===== src/rtl/wrr_arbiter_if.sv =====
// wrr_arbiter_if: request/grant/end_transaction bundle between the agents and the arbiter
interface wrr_arbiter_if #(
    parameter int N_AGENTS = 4,
    parameter int WEIGHT_W = 3
);
    localparam int IDW = $clog2(N_AGENTS);
    logic [N_AGENTS-1:0]          request;
    logic [N_AGENTS-1:0]          end_transaction;
    logic [N_AGENTS*WEIGHT_W-1:0] weight_cfg;
    logic                         cfg_load;
    logic [N_AGENTS-1:0]          grant;
    logic [IDW-1:0]               grant_id;
    logic                         busy;
    logic                         timeout_pulse;
    logic [IDW-1:0]               timeout_id;
    modport master (
        output request, end_transaction, weight_cfg, cfg_load,
        input  grant, grant_id, busy, timeout_pulse, timeout_id
    );
    modport slave (
        input  request, end_transaction, weight_cfg, cfg_load,
        output grant, grant_id, busy, timeout_pulse, timeout_id
    );
endinterface


===== src/rtl/wrr_arbiter.sv =====
// wrr_arbiter: weighted round-robin bus arbiter with turnaround cycle and per-grant watchdog
module wrr_arbiter #(
    parameter int N_AGENTS    = 4,
    parameter int WEIGHT_W    = 3,
    parameter int TIMEOUT_CYC = 255
) (
    input logic          clk,
    input logic          rst,
    wrr_arbiter_if.slave bus
);
    localparam int IDW = $clog2(N_AGENTS);
    localparam int WDW = $clog2(TIMEOUT_CYC);
    localparam logic [1:0] IDLE = 2'd0, GRANT = 2'd1, TURN = 2'd2;
    logic [1:0]          state;
    logic [IDW-1:0]      last_served, win;
    logic [WEIGHT_W-1:0] weight [N_AGENTS];
    logic [WEIGHT_W-1:0] burst_left;
    logic [WDW-1:0]      wdog;
    logic                ended, expired, regrant;
    // farthest candidate visited first so the nearest requester after last_served wins
    always_comb begin
        win = last_served;
        for (int k = N_AGENTS; k >= 1; k--)
            if (bus.request[IDW'((int'(last_served) + k) % N_AGENTS)])
                win = IDW'((int'(last_served) + k) % N_AGENTS);
    end
    assign ended   = state == GRANT && bus.end_transaction[bus.grant_id];
    assign expired = state == GRANT && !ended && wdog == WDW'(TIMEOUT_CYC - 1);
    assign regrant = state == TURN && burst_left != '0 && bus.request[bus.grant_id];
    always_ff @(posedge clk) begin
        if (rst) begin
            state             <= IDLE;
            bus.grant         <= '0;
            bus.grant_id      <= '0;
            bus.busy          <= 1'b0;
            bus.timeout_pulse <= 1'b0;
            bus.timeout_id    <= '0;
            last_served       <= IDW'(N_AGENTS - 1);
            burst_left        <= '0;
            wdog              <= '0;
            for (int i = 0; i < N_AGENTS; i++) weight[i] <= WEIGHT_W'(1);
        end else begin
            bus.timeout_pulse <= 1'b0;
            if (bus.cfg_load)
                for (int i = 0; i < N_AGENTS; i++) weight[i] <= bus.weight_cfg[i*WEIGHT_W +: WEIGHT_W];
            if (state == GRANT) begin
                wdog <= wdog + 1'b1;
                if (ended || expired) begin
                    state     <= TURN;
                    bus.grant <= '0;
                    bus.busy  <= 1'b0;
                end
                if (expired) begin
                    bus.timeout_pulse <= 1'b1;
                    bus.timeout_id    <= bus.grant_id;
                    burst_left        <= '0;
                end
            end else if (regrant) begin
                state      <= GRANT;
                bus.grant  <= N_AGENTS'(1) << bus.grant_id;
                bus.busy   <= 1'b1;
                burst_left <= burst_left - 1'b1;
                wdog       <= '0;
            end else if (|bus.request) begin
                state        <= GRANT;
                bus.grant    <= N_AGENTS'(1) << win;
                bus.grant_id <= win;
                bus.busy     <= 1'b1;
                last_served  <= win;
                burst_left   <= weight[win] == '0 ? '0 : weight[win] - 1'b1;
                wdog         <= '0;
            end else begin
                state <= IDLE;
            end
        end
    end
endmodule

===== src/flat_wrapper.sv =====
// flat-port wrapper written by rule: the top's interface ports become plain ports
module wrr_arbiter_flat 
#(
    parameter int N_AGENTS    = 4,
    parameter int WEIGHT_W    = 3,
    parameter int TIMEOUT_CYC = 255
)
  (clk, rst, bus_request, bus_end_transaction, bus_weight_cfg, bus_cfg_load, bus_grant, bus_grant_id, bus_busy, bus_timeout_pulse, bus_timeout_id);
  wrr_arbiter_if #(.N_AGENTS(N_AGENTS), .WEIGHT_W(WEIGHT_W)) bus_i ();
  input logic clk;
  input logic rst;
  input wire logic [$bits(bus_i.request)-1:0] bus_request;
  input wire logic [$bits(bus_i.end_transaction)-1:0] bus_end_transaction;
  input wire logic [$bits(bus_i.weight_cfg)-1:0] bus_weight_cfg;
  input wire logic [$bits(bus_i.cfg_load)-1:0] bus_cfg_load;
  output wire logic [$bits(bus_i.grant)-1:0] bus_grant;
  output wire logic [$bits(bus_i.grant_id)-1:0] bus_grant_id;
  output wire logic [$bits(bus_i.busy)-1:0] bus_busy;
  output wire logic [$bits(bus_i.timeout_pulse)-1:0] bus_timeout_pulse;
  output wire logic [$bits(bus_i.timeout_id)-1:0] bus_timeout_id;
  assign bus_i.request = bus_request;
  assign bus_i.end_transaction = bus_end_transaction;
  assign bus_i.weight_cfg = bus_weight_cfg;
  assign bus_i.cfg_load = bus_cfg_load;
  assign bus_grant = bus_i.grant;
  assign bus_grant_id = bus_i.grant_id;
  assign bus_busy = bus_i.busy;
  assign bus_timeout_pulse = bus_i.timeout_pulse;
  assign bus_timeout_id = bus_i.timeout_id;
  wrr_arbiter #(.N_AGENTS(N_AGENTS), .WEIGHT_W(WEIGHT_W), .TIMEOUT_CYC(TIMEOUT_CYC)) u_core (.clk(clk), .rst(rst), .bus(bus_i));
endmodule

===== config.mk =====
export PLATFORM = sky130hd
export DESIGN_NAME = wrr_arbiter_flat
export DESIGN_NICKNAME = d
export VERILOG_FILES = /design/src/rtl/wrr_arbiter_if.sv /design/src/rtl/wrr_arbiter.sv /design/src/flat_wrapper.sv
export SDC_FILE = /design/constraint.sdc
export NUM_CORES = 1
export LEC_CHECK = 0
export CAP_MARGIN = 10
export CORE_MARGIN = 10
export CORE_UTILIZATION = 55
export CTS_BUF_LIST = sky130_fd_sc_hd__clkbuf_8 sky130_fd_sc_hd__clkbuf_16
export DETAILED_ROUTE_END_ITERATION = 10
export PLACE_DENSITY = 0.9
export RECOVER_POWER = 25
export SKIP_LAST_GASP = 1
export SLEW_MARGIN = 15
export SYNTH_ARGS = -nofsm -noshare
export SYNTH_HDL_FRONTEND = slang
export SYNTH_SLANG_ARGS = --single-unit

===== constraint.sdc =====
create_clock -name clk -period 4.8 [get_ports clk]
set_clock_uncertainty 0.1 [all_clocks]
set_input_delay 0.72 -clock clk [delete_from_list [all_inputs] [get_ports clk]]
set_output_delay 0.72 -clock clk [all_outputs]
set_load 0.02 [all_outputs]

# [Yosys cells after proc, flatten, opt, wreduce, memory -nomap -nowiden]
# Memories as Yosys holds them, arrays and structs flattened.
# Index checks and enable logic that the tools add are counted.
[classes] bitwise=6 magnitude_cmp=5 n_shift=2 n_reduce_logical=16 add_sub_neg=7 eq_ne=5 n_mux=50
[ops] op="2-to-1 mux 3 bit" n=9
[ops] op="2-to-1 mux 8 bit" n=3
[ops] op="2-to-1 mux 1 bit" n=21
[ops] op="< comparator 2 x 4 -> 1 bit, second input constant" n=4
[ops] op="2-to-1 mux 4 bit" n=4
[ops] op="2-to-1 mux 2 bit" n=7
[ops] op="binary-select mux 1 bit (select 2 bit)" n=6
[ops] op="adder 8 x 1 -> 8 bit, second input constant" n=1
[ops] op="equality test 8 bit, second input constant" n=1
[ops] op="<< shifter 1 x 2 -> 4 bit, first input constant" n=2
[ops] op="AND reduction 2 bit" n=3
[ops] op="nonzero test 3 bit" n=2
[ops] op="subtractor 3 x 1 -> 3 bit, second input constant" n=2
[ops] op="logical AND 1 bit" n=5
[ops] op="adder 2 x 1 -> 2 bit, second input constant" n=2
[ops] op="adder 2 bit, second input constant" n=2
[ops] op="bitwise OR 1 bit" n=4
[ops] op="OR reduction 4 bit" n=1
[ops] op="logical NOT 3 bit" n=1
[ops] op="< comparator 2 x 3 -> 1 bit, second input constant" n=1
[ops] op="AND reduction 3 bit" n=1
[ops] op="equality test 2 x 1 -> 1 bit, second input constant" n=1
[ops] op="equality test 2 bit, second input constant" n=1
[ops] op="!= test 2 x 1 -> 1 bit, second input constant" n=1
[ops] op="5 further kinds" n=6
[word_totals] n_memories=1 elab_cells=101 out_inout_bits=10 reg_bits=25 mem_bits_rw=12
[memory_table] name="u_core.weight" words=4 word_bits=3 rd=1 rd_clocked_by_memory_dff=0 wr=4 line_no="wrr_arbiter.sv:16" rtl="logic [WEIGHT_W-1:0] weight [N_AGENTS];"

# [Logic depth before layout (Yosys ltp)]
# Gate-level depths: netlist of run 1.
# An unclocked memory read counts as a cell.
[depth] word_depth=14 mapped_depth=12 depth_no_buf=11

# [Worst setup path before layout of run 1]
# Ideal clock, no wire load.
[synth_path] path_kind="in2reg" from="input port bus_request[3]" to="register u_core.burst_left[0]" n_path_buf=0 slack_ns=2.277 path_stages=11 t_required_ns=4.613 arrival_ns=2.335 path_cell_list="or2b_1 a21oi_2 a311oi_4 a21oi_1 a22o_1 nand2_1 inv_1 ha_1 inv_1 a31oi_1 o31ai_1"
[synth_via] elab_chain_cells=13 elab_cells_between_ends=29
[synth_lines] item="from (decl)" line_no="flat_wrapper.sv:12" rtl="input wire logic [$bits(bus_i.request)-1:0] bus_request;"
[synth_lines] item="binary-select mux 1 bit (select 2 bit)" line_no="wrr_arbiter.sv:24" rtl="if (bus.request[IDW'((int'(last_served) + k) % N_AGENTS)])"
[synth_lines] item="2-to-1 mux 1 bit (implied by the code) (2 in a row)" line_no="wrr_arbiter.sv:24"
[synth_lines] item="2-to-1 mux 2 bit (4 in a row)" line_no="wrr_arbiter.sv:24"
[synth_lines] item="memory (4 x 3 bit)"
[synth_lines] item="subtractor 3 x 1 -> 3 bit / logical NOT 3 bit (equally long branches)" line_no="wrr_arbiter.sv:70" rtl="burst_left <= weight[win] == '0 ? '0 : weight[win] - 1'b1;"
[synth_lines] item="2-to-1 mux 3 bit" line_no="wrr_arbiter.sv:70"
[synth_lines] item="2-to-1 mux 3 bit" line_no="wrr_arbiter.sv:64" rtl="end else if (|bus.request) begin"
[synth_lines] item="2-to-1 mux 3 bit" line_no="wrr_arbiter.sv:58" rtl="end else if (regrant) begin"
[synth_lines] item="2-to-1 mux 3 bit" line_no="wrr_arbiter.sv:46" rtl="if (state == GRANT) begin"
[synth_lines] item="to (signal assigned)" line_no="wrr_arbiter.sv:62" rtl="burst_left <= burst_left - 1'b1;"
[synth_lines] item="to (signal assigned)" line_no="wrr_arbiter.sv:70"
[synth_lines] item="to (decl)" line_no="wrr_arbiter.sv:17" rtl="logic [WEIGHT_W-1:0] burst_left;"
# Parallel ways exist; a longest one is shown, timed or not. The select of a mux whose other input is x is not followed.
# A chain may end at the register's enable or synchronous reset.

# [Worst setup path in the final report of run 1]
[layout_path] from="input port bus_request[3]" to="register u_core.burst_left[2]"
# The elaborated chain is that of the path after synthesis.

==> results of run 1 <==
## final cells by class
type	count	area, um^2	area share, %
multi-input cells	139	916	40.1
flip-flops and latches	37	861	37.7
repair buffers	32	320	14.0
clock buffers	6	82.6	3.62
well taps	44	55.1	2.41
inverters	11	41.3	1.81
clock inverters	2	7.51	0.329
## kinds of logic (layout without fill, tap and decap cells)
family | after synthesis | in the layout
AO/OA/AOI/OAI | 46 | 46
XOR/XNOR | 2 | 2
adder cells (fa/ha/maj) | 6 | 6
buffers and inverters | 18 | 51
flip-flops | 37 | 37
multiplexers | 10 | 10
AND/OR/NAND/NOR | 75 | 75
## Yosys cell counts, types with 2 or more instances
master    instances  area [um^2]
o21ai_0           6         30.0
edfxtp_1         12          360
nand2b_1          9         56.3
nor4_1            2         12.5
and2_1            8         50.1
dfxtp_1          25          500
o211ai_1          4         30.0
ha_1              6         75.1
nor2b_1           4         25.0
nor3_1            5         25.0
inv_1            11         41.3
clkbuf_1          7         26.3
nand4_1           4         25.0
or4_1             2         15.0
a211oi_1          3         22.5
nand2_1          14         52.6
a211o_1           2         17.5
nor2_1           17         63.8
mux2i_1           8         80.1
a22o_1            2         17.5
or3_1             3         18.8
xor2_1            2         17.5
or2_2             2         12.5
a21oi_1          17         85.1
## layer usage
metal	part of all wire, %	vias up	GRT usage, %
li1	-	762	-
met1	42	682	14.7
met2	48	56	22.1
met3	7.1	11	4.95
met4	2.8	0	7.35
met5	0	-	0
## registers in the layout (all words and copies together) (netlist names)
name and cells:
u_core.state 2, u_core.bus.timeout_id 2, u_core.bus.grant 4, u_core.last_served 2, u_core.burst_left 3, u_core.bus.timeout_pulse 1
u_core.weight 12, u_core.wdog 8, u_core.bus.busy 1, u_core.bus.grant_id 2
## final timing paths
check / start / to / slack (ns) / cells after the start
worst max-delay path: bus_request[3] / u_core.burst_left[2]$_SDFFE_PP0P_ / 1.70 / 12
worst min-delay path: u_core.bus.grant[3]$_SDFFE_PP0P_ / u_core.bus.grant[3]$_SDFFE_PP0P_ / 0.36 / 2
worst max register to register: u_core.last_served[1]$_SDFFE_PP1P_ / u_core.burst_left[2]$_SDFFE_PP0P_ / 2.30 / 11
worst min register to register: u_core.bus.grant[3]$_SDFFE_PP0P_ / u_core.bus.grant[3]$_SDFFE_PP0P_ / 0.36 / 2
## stage by stage
step                      cell area (um^2)  total power, mW  worst slack [ns]  util, %  cells
after global placement                2190            0.572              1.61     70.1    263
after CTS                             2280            0.794              1.81     73.0    271
after floorplan                       1840            0.513              2.28        -    194
after global routing                  2280            0.832              1.43     73.0    271
final                                 2280            0.787              1.70     73.0    271
after detailed placement              2190            0.578              1.51     70.1    263
## tightest hold or removal path: stages, from the launching register on
cell and delay (ns):
dfxtp_1 0.31, nand2_1 0.05, a21oi_1 0.05
## power by group
| part | switching, mW | leakage [nW] | internal [mW] | total (mW) |
|---|---|---|---|---|
| logic | 0.107 | 0.532 | 0.0908 | 0.198 |
| clock network | 0.104 | 0.0538 | 0.113 | 0.216 |
| registers | 0.0215 | 0.328 | 0.351 | 0.373 |
| total | 0.232 | 0.914 | 0.555 | 0.787 |
==> results.md, run 1 <==
* Slew Limit Fails at 0
* Synth Area in Simple Gates at a little over a fifth
* Drt pass-1 iters at 4
* Slew HR at 32.1%
* RSZ-0062 raised after global routing: no
* Wire per inst at between 10 and 15 um
* Clock buffer count from CTS at 5
* CORE AREA at roughly 3100 um^2
* CP Cell Sequence: dlygate4sd3_1 -> or2b_1 -> a21oi_2 -> a311oi_4 -> mux2i_1 -> a22o_1 -> nand2_1 -> ha_1 -> nand2_1 -> a21oi_1 -> a21oi_1 -> nor2_1
* GP Congestion at a little over 0.8
* Post-Syn Instances at 194
* Slowest cell on crit path: dlygate4sd3_1
* Post-synth net total at 223
* Syn Area/Cell at about 9.5 um^2
* CP max FO at 10
* Grt total ovfl at 0
* Post-synth EDFFs at 12
* Layout fillers at around 220
* Peak Freq at 0.323 GHz
* Synthesis-to-layout area growth at 23.8%
* H-tree Lvls at 2
* Share of layout cells above drive strength 1 at 5.73%
* Die height at roughly 80 um
* Part of the Yosys area used for sequential elements at a little under half
* Hold-fix buffer count after cts at 0
* Final hold slack at around 0.36 ns
* Die Area at approximately 6000 um^2
* Worst EP required at 4.85 ns
* Yosys reg bits at 37
* Vias per inst at ~5.6
* Antenna Nets Post-Route at 0
* ANT cells at 0
* Slew @ Worst Pin at approximately 1 ns
* Setup Buffers After CTS at 0
* # rows at 20
* Crit start category: input pin
* Final setup viols at 0
* Leakage at ~0.91 nW
* Fraction of registers with async set/reset at 0%
* Power Dens Cells at 345 nW/um^2
* Most frequent cells in the layout: 25 x dfxtp_1, 22 x clkdlybuf4s50_1, 17 x a21oi_1, 17 x nor2_1, 14 x nand2_1
* Crit path buffers/inverters at 1
* Main combinational cell family by area after synthesis: simple AND/OR/NAND/NOR gates
* Compound-Gate Fraction of Synth Area at ~17%
* Tcrit/Tclk final at between 60 and 70%
* CP arrival at 3.15 ns
* Root Buffer: clkbuf_8
* Peak VDD IR at roughly 0.00024 V
* Clock Pin Slew Worst Setup and Hold Paths at ~0.070 ns
* Detailed-route via count at about 1500
* Largest net degree at the start of global routing at 30
* Residual DRC count at 0
* HP Class: reg2reg
* Nets at between 200 and 300
* HPWL after DPL at ~3000 um
* Setup TNS at 0 ns
* Clock Latency Late Sink at 0.29 ns
* Critical path's top delay family: compound AO/OA/AOI/OAI gates
* Cell variety after synth at between 40 and 50
* Synthesized cell area at between 1500 and 2000 um^2
* Minimum clock period at 3.10 ns
* Largest stage delay, worst path at between 0.6 and 0.7 ns
* Initial DRC count at ~140
* IO Port Bufs at 32
* Max Cap Viol at 0
* Drt total wl at just under 4000 um
* Status: finished, final reports clean
* Final Hold Fails at 0
* IO Count at 33
* Maximum root-to-sink buffer count at 2
* Ys flop type: dfxtp_1
* CTS tree: yes
* Antenna violations before repair at 0
* Starting Density at between 50 and 60%
* Post_cts resized at 0
* Ys Warns at 0
* Crit path kind: in2reg
* Crit end category: flop
* GR Util All Layers at between 10% and 20%
* Post-synthesis mux area share at under 10%
* Most common cell after layout, fill and taps aside: dfxtp_1
* First-pass GRT wire length at about 6700 um
* Die W at about 78 um
* Adder-cell share of the synthesized area at under 10%
* Sink Count at 37
* Vias in the first global route at 1501
* Xor and xnor area share after synthesis at 0.950%
Power figures use the tool's default switching activity.
==> inputs of run 2 (changes only) <==
--- a/config.mk
+++ b/config.mk
@@ -7,10 +7,10 @@
 export LEC_CHECK = 0
 export CAP_MARGIN = 10
 export CORE_MARGIN = 10
-export CORE_UTILIZATION = 55
+export CORE_UTILIZATION = 47
 export CTS_BUF_LIST = sky130_fd_sc_hd__clkbuf_8 sky130_fd_sc_hd__clkbuf_16
 export DETAILED_ROUTE_END_ITERATION = 10
-export PLACE_DENSITY = 0.9
+export PLACE_DENSITY = 0.82
 export RECOVER_POWER = 25
 export SKIP_LAST_GASP = 1
 export SLEW_MARGIN = 15
==> constraint.sdc (replaced) <==
create_clock -name clk -period 2.6 [get_ports clk]
set_clock_uncertainty 0.1 [all_clocks]
set_input_delay 0.39 -clock clk [delete_from_list [all_inputs] [get_ports clk]]
set_output_delay 0.39 -clock clk [all_outputs]
set_load 0.02 [all_outputs]
==> run 2 against run 1 <==
Effect of this change:
- highest routed layer unchanged
- non-clock buffer count up 20
- combinational power up 120%
- global-route usage down 0.75 points
- sequential cell count unchanged
==> results.md, run 2 (synthesized netlist as in run 1, its figures left out) <==
* Status: finished, final reports clean
* H-tree Lvls at 2 (unchanged)
* Clock buffer count from CTS at 5 (unchanged)
* Core Util, Final at 66.4% (-6.6 points)
* Top reg by flops: u_core.weight
* Share of layout cells above drive strength 1 at 13.8% (+8.0 points)
* Final setup viols at 0 (unchanged)
* HP Class: reg2reg
* Crit end category: flop
* Root Buffer: clkbuf_8
* Met3 usage at 3.78% (-1.2 points)
* Post-route setup slack at 0.203 ns (-1.50 ns)
* Power Dens Cells at 640 nW/um^2 (+86%)
* HPWL after DPL at 3140 um (+5.1%)
* Most frequent cells in the layout: 30 x clkdlybuf4s50_1, 25 x dfxtp_1, 19 x buf_4
* Sink Count at 37 (unchanged)
* Crit start category: input pin
* Tcrit/Tclk final at between 90% and 100%
* Final hold slack at 0.376 ns (+0.0147 ns)
* Die height at 82.6 um (+6.1%)
* Slew @ Worst Pin at 0.772 ns (-0.243 ns)
* Drt total wl at 4080 um (+3.4%)
* Routing usage on met1 at 15.9% (+1.1 points)
* Peak VDD IR at 0.000396 V (+64%)
* IO Port Bufs at 32 (unchanged)
* Max reg flops at 12 (unchanged)
* Vias in the first global route at 1584 (+5.5%)
* Wire per inst at 13.8 um (-5.0%)
* Post-placement setup slack at -0.158 ns (-1.67 ns)
* ANT cells at 0 (unchanged)
* Final total power at 1.58 mW (+100%)
* Detailed-route via count at 1600 (+5.9%)
* Maximum root-to-sink buffer count at 2 (unchanged)
* Initial DRC count at 94 (-35%)
* Antenna Nets Post-Route at 0 (unchanged)
* Grt total ovfl at 0 (unchanged)
* Antenna violations before repair at 0 (unchanged)
* Leakage at 0.999 nW (+9.4%)
* Critical path's top delay family: compound AO/OA/AOI/OAI gates
* Slowest cell on crit path: clkdlybuf4s50_1
* # rows at 22 (+10%)
* GP Congestion at 0.846 (+2.8%)
* Cell mode on critical path: inv_1
* Drt pass-1 iters at 4 (unchanged)
* Slew HR at 48.5% (+16 points)
* Crit path kind: in2reg
* CTS tree: yes
* Die W at 82.6 um (+6.1%)
* RSZ-0062 raised after global routing: no
* CP arrival at 2.49 ns (-0.66 ns)
* GR Layer Usage met2 at 20.1% (-2.0 points)
* GRT busiest layer: met2
* Regs by FF count: u_core.weight x12, u_core.wdog x8, u_core.bus.grant x4
* Residual DRC count at 0 (unchanged)
* Worst EP required at 2.70 ns (-2.15 ns)
* Final Hold Fails at 0 (unchanged)
* Peak Freq at roughly 0.42 GHz
* GR Util All Layers at 12.7% (-0.75 points)
* Die Area at 6830 um^2 (+13%)
* Slew Limit Fails at 0 (unchanged)
* Most common cell after layout, fill and taps aside: clkdlybuf4s50_1
* IO Count at 33 (unchanged)
* Largest stage delay, worst path at 0.53 ns (-0.08 ns)
* Hold-fix buffer count after cts at 0 (unchanged)
* Nets at 275 (+7.8%)
* Crit path buffers/inverters at 4 (+3)
* CP max FO at 9 (-1)
* R2r setup slk at 0.27 ns (-2.03 ns)
* First-pass GRT wire length at 7000 um (+4.9%)
* Clock Latency Late Sink at 0.29 ns (about the same)
* CP Cell Sequence: clkdlybuf4s50_1 -> nand2b_1 -> a21oi_2 -> a311oi_4 -> buf_12 -> a21oi_1 -> a22o_1 -> nand2_1 -> inv_1 -> ha_1 -> inv_1 -> a31oi_1 -> o31ai_1
* Largest net degree at the start of global routing at 28 (-6.7%)
* Clock Pin Slew Worst Setup and Hold Paths at 0.08 ns (about the same)
* Minimum clock period at between 2 and 2.5 ns
* Starting Density at 49.6% (-9.3 points)
* Synthesis-to-layout area growth at 33.9%
* Vias per inst at 5.42 (-2.7%)
* Max Cap Viol at 0 (unchanged)
* CORE AREA at 3720 um^2 (+19%)
==> run 2: cell types whose count changed in the layout (fill, tap and decap cells not counted), moves of 2 or more <==
cell	change
clkdlybuf4s50_1	+8
buf_4	+19
inv_1	-2
dlygate4sd3_1	-9
==> run 2: cell type report <==
| class | instances | area [um^2] |
|---|---|---|
| fill | 312 | 1250 |
| multi-input combinational | 139 | 916 |
| sequential | 37 | 861 |
| timing repair buffer | 52 | 485 |
| clock buffer | 7 | 96.3 |
| tap | 48 | 60.1 |
| inverter | 11 | 41.3 |
| clock inverter | 1 | 8.76 |
==> run 2: final timing paths <==
| check | startpoint | endpoint | cells after the start |
|---|---|---|---|
| max | bus_request[0] | u_core.burst_left[0]$_SDFFE_PP0P_ | 13 |
| min | u_core.bus.grant[3]$_SDFFE_PP0P_ | u_core.bus.grant[3]$_SDFFE_PP0P_ | 2 |
| max reg2reg | u_core.last_served[1]$_SDFFE_PP1P_ | u_core.burst_left[0]$_SDFFE_PP0P_ | 12 |
| min reg2reg | u_core.bus.grant[3]$_SDFFE_PP0P_ | u_core.bus.grant[3]$_SDFFE_PP0P_ | 2 |
==> run 2: layer usage <==
layer	vias up	part of all wire, %
met5	-	0
met4	0	1.7
li1	801	-
met1	753	44
met2	38	49
met3	8	5.5
==> run 2: through the flow <==
stage	instances	setup TNS, ns	area (um^2)
2_1_floorplan	194	0	1840
3_3_place_gp	287	-0.109	2350
3_5_place_dp	287	-0.351	2350
4_1_cts	295	0	2450
5_1_grt	295	0	2470
6_report	295	0	2470
==> run 2: report_power, final <==
part / internal, mW / switching [mW]
logic: 0.228 / 0.207
clock network: 0.245 / 0.213
registers: 0.648 / 0.0395
total: 1.12 / 0.460
==> run 2: repair_timing <==
action	in CTS	in global routing
endpoints found under the setup margin	0	2
gates resized for setup	0	1
buffers inserted	0	1
hold endpoints to repair	0	0
==> run 2: worst min-delay path: stages, from the launching register on <==
cell	delay [ns]
dfxtp_1	0.32
nand2_1	0.05
a21oi_1	0.06
==> inputs of run 3 (changes only) <==
--- a/config.mk
+++ b/config.mk
@@ -5,9 +5,10 @@
 export SDC_FILE = /design/constraint.sdc
 export NUM_CORES = 1
 export LEC_CHECK = 0
+export ABC_AREA = 1
 export CAP_MARGIN = 10
 export CORE_MARGIN = 10
-export CORE_UTILIZATION = 47
+export CORE_UTILIZATION = 48
 export CTS_BUF_LIST = sky130_fd_sc_hd__clkbuf_8 sky130_fd_sc_hd__clkbuf_16
 export DETAILED_ROUTE_END_ITERATION = 10
 export PLACE_DENSITY = 0.82
==> run 3 against run 2 <==
Effect of this change:
- register-to-register slack improved by 0.09 ns
- via count rose by 19%
- synthesized cell count rose by 44%
- critical path type unchanged
- sequential power rose by 15%
- sequential share of layout area fell by 2.4 points
- first-iteration DRC count rose by 30%
- power rose by 94%
- cell area rose by 7.6%
- clock power fell by 15%
- non-clock buffer count fell by 5
==> results.md, run 3 <==
* Status: finished, final reports clean
* Clock buffer count from CTS at 5 (unchanged)
* Slew Limit Fails at 0 (unchanged)
* Nets at 358 (+30%)
* Die Area at 7410 um^2 (+8.5%)
* Power Dens Cells at 1150 nW/um^2 (+80%)
* Regs by FF count: u_core.weight x12, u_core.wdog x8, u_core.bus.grant x4
* Root Buffer: clkbuf_8
* IO Port Bufs at 32 (unchanged)
* Synthesized cell area at 2100 um^2 (+14%)
* IO Count at 33 (unchanged)
* Sink Count at 37 (unchanged)
* Largest area contributor in the netlist: dfxtp_1
* GR Util All Layers at 12.8% (+0.093 points)
* Detailed-route via count at 1910 (+19%)
* Hold Path Cell Cnt at 2 (unchanged)
* Part of the Yosys area used for sequential elements at 41.1% (-5.6 points)
* Setup Buffers After CTS at 0 (unchanged)
* Slew @ Worst Pin at 0.487 ns (-0.286 ns)
* Antenna Nets Post-Route at 0 (unchanged)
* Final Hold Fails at 0 (unchanged)
* Post-synth EDFFs at 12 (unchanged)
* Slew HR at 67.5% (+19 points)
* Cell variety after synth at 31 (-28%)
* Crit start category: input pin
* CP arrival at 2.42 ns (-0.07 ns)
* Final hold slack at 0.345 ns (-0.0315 ns)
* Clock Latency Late Sink at 0.29 ns (about the same)
* Drt pass-1 iters at 4 (unchanged)
* Die W at 86.1 um (+4.2%)
* Antenna violations before repair at 0 (unchanged)
* First-pass GRT wire length at 8010 um (+14%)
* Post-synth net total at 308 (+38%)
* Minimum clock period at 2.35 ns (-0.0511 ns)
* Worst EP required at 2.67 ns (-0.03 ns)
* Most frequent cells in the layout: 74 x nand2_1, 39 x inv_1, 31 x clkdlybuf4s50_1
* Die height at 86.1 um (+4.2%)
* Yosys reg bits at 37 (unchanged)
* Top reg by flops: u_core.weight
* Tcrit/Tclk final at 90.2% (-2.0 points)
* Area share of the largest cell type after synthesis at 23.9% (-3.3 points)
* # rows at 23 (+4.5%)
* Grt total ovfl at 0 (unchanged)
* Vias in the first global route at 1849 (+17%)
* R2r setup slk at 0.36 ns (+0.09 ns)
* Largest net degree at the start of global routing at 20 (-29%)
* RSZ-0062 raised after global routing: no
* Final cell count without fillers at 380 (+29%)
* Count leader, synth: nand2_1
* H-tree Lvls at 2 (unchanged)
* GP Congestion at 0.825 (-2.5%)
* CP max FO at 7 (-2)
* Syn Area/Cell at 7.52 um^2 (-21%)
* Residual DRC count at 0 (unchanged)
* Synth area leaders: dfxtp_1 24%, edfxtp_1 17%, nand2_1 13%
* Crit path kind: in2reg
* Max reg flops at 12 (unchanged)
* Final setup viols at 0 (unchanged)
* Clock Pin Slew Worst Setup and Hold Paths at 0.07 ns (about the same)
* Vias per inst at 5.03 (-7.3%)
* Peak VDD IR at 0.000603 V (+52%)
* HPWL after DPL at 3450 um (+10%)
* Reg2reg start: u_core.last_served[0]$_SDFFE_PP1P_
* Cell total after placement at 372 (+30%)
* Reg-to-Reg End: u_core.burst_left[2]$_SDFFE_PP0P_
* Hold Path Sink: u_core.bus.timeout_id[0]$_SDFFE_PP0P_
* CTS tree: yes
* ANT cells at 0 (unchanged)
* Top cells by count, synth: 74 x nand2_1, 39 x inv_1, 25 x dfxtp_1, 25 x nand3_1, 20 x a21oi_1
* Max Cap Viol at 0 (unchanged)
* Initial DRC count at 122 (+30%)
* Most common cell after layout, fill and taps aside: nand2_1
* CORE AREA at 4120 um^2 (+11%)
* Share of layout cells above drive strength 1 at 17.0% (+3.2 points)
* Synthesis-to-layout area growth at 26.7%
* Starting Density at 51.0% (+1.3 points)
* Wire per inst at 11.9 um (-14%)
* R2r worst-path depth at 16 (+4)
* Ys Warns at 0 (unchanged)
* Maximum root-to-sink buffer count at 2 (unchanged)
* HP Class: reg2reg
* Drt total wl at 4520 um (+11%)
* Post-Syn Instances at 279 (+44%)
* Crit end category: flop
* Leakage at 1.17 nW (+17%)
* Fraction of registers with async set/reset at 0% (unchanged)
* Ys flop type: dfxtp_1
* Hold_sp: u_core.bus.timeout_id[0]$_SDFFE_PP0P_
* Peak Freq at 0.426 GHz (+2.2%)
run 3: routing by layer:
layer	routed length (um)	share of wire, %	track usage [%]
met4	71	1.6	4.79
met2	2060	45	20.5
met3	353	7.8	4.54
met5	0	0	0
met1	2040	45	15.3
run 3: where the power goes:
group	internal [mW]	leakage [nW]	switching, mW	total, mW
registers	0.699	0.328	0.0919	0.791
logic	0.790	0.790	1.09	1.88
clock network	0.185	0.0482	0.202	0.388
total	1.67	1.17	1.39	3.06
run 3: cell type report:
cell class,count,area (um^2)
repair buffers,47,433
well taps,50,62.6
clock buffers,5,68.8
clock inverters,3,16.3
fillers,360,1460
inverters,44,175
flip-flops and latches,37,862
multi-input cells,194,1040
run 3: worst max path at each step:
stage                                       start                           endpoint  slack, ns  cells after the start
2_1_floorplan  u_core.last_served[0]$_SDFFE_PP1P_  u_core.burst_left[2]$_SDFFE_PP0P_       0.53                     20
4_1_cts        u_core.last_served[0]$_SDFFE_PP1P_  u_core.burst_left[2]$_SDFFE_PP0P_       0.21                     16
6_report                           bus_request[1]  u_core.burst_left[2]$_SDFFE_PP0P_       0.25                     17
5_1_grt                            bus_request[2]  u_core.burst_left[2]$_SDFFE_PP0P_       0.07                     17
3_5_place_dp                       bus_request[1]  u_core.burst_left[2]$_SDFFE_PP0P_      -0.07                     19
3_3_place_gp                       bus_request[0]  u_core.burst_left[2]$_SDFFE_PP0P_       0.02                     17
run 3: cells by family after synthesis:
| group | Yosys count | share of synthesized area [%] |
|---|---|---|
| AO/OA/AOI/OAI | 38 | 10.9 |
| XOR/XNOR | 1 | 0.418 |
| adder cells (fa/ha/maj) | 6 | 3.58 |
| buffers and inverters | 48 | 9.43 |
| flip-flops | 37 | 41.1 |
| AND/OR/NAND/NOR | 149 | 34.6 |
run 3: repair_timing:
action	in CTS	in global routing
hold buffers	0	0
endpoints found under the setup margin	0	1
gates resized for setup	0	1
run 3: critical path, stage by stage:
cell and delay (ns):
clkdlybuf4s50_1 0.53, nand2_1 0.07, nand2_1 0.07, nand2_1 0.06, nand2_1 0.07, inv_2 0.05, nand2_4 0.07, nand3_4 0.13
nand2_8 0.12, nand2_1 0.06, nand3_1 0.07, nand2_1 0.08, nor2_1 0.15, inv_1 0.06, ha_1 0.19, o211ai_1 0.17
a21oi_1 0.08
run 3: stage by stage:
step,TNS (ns),area [um^2],setup slack (ns),power [mW],util [%]
global placement,0,2570,0.0232,2.63,62.5
CTS,0,2660,0.214,3.07,64.5
detailed placement,-0.0740,2570,-0.0684,2.68,62.5
finish,0,2660,0.255,3.06,64.5
floorplan,0,2100,0.528,2.12,-
global route,0,2660,0.0676,3.36,64.5
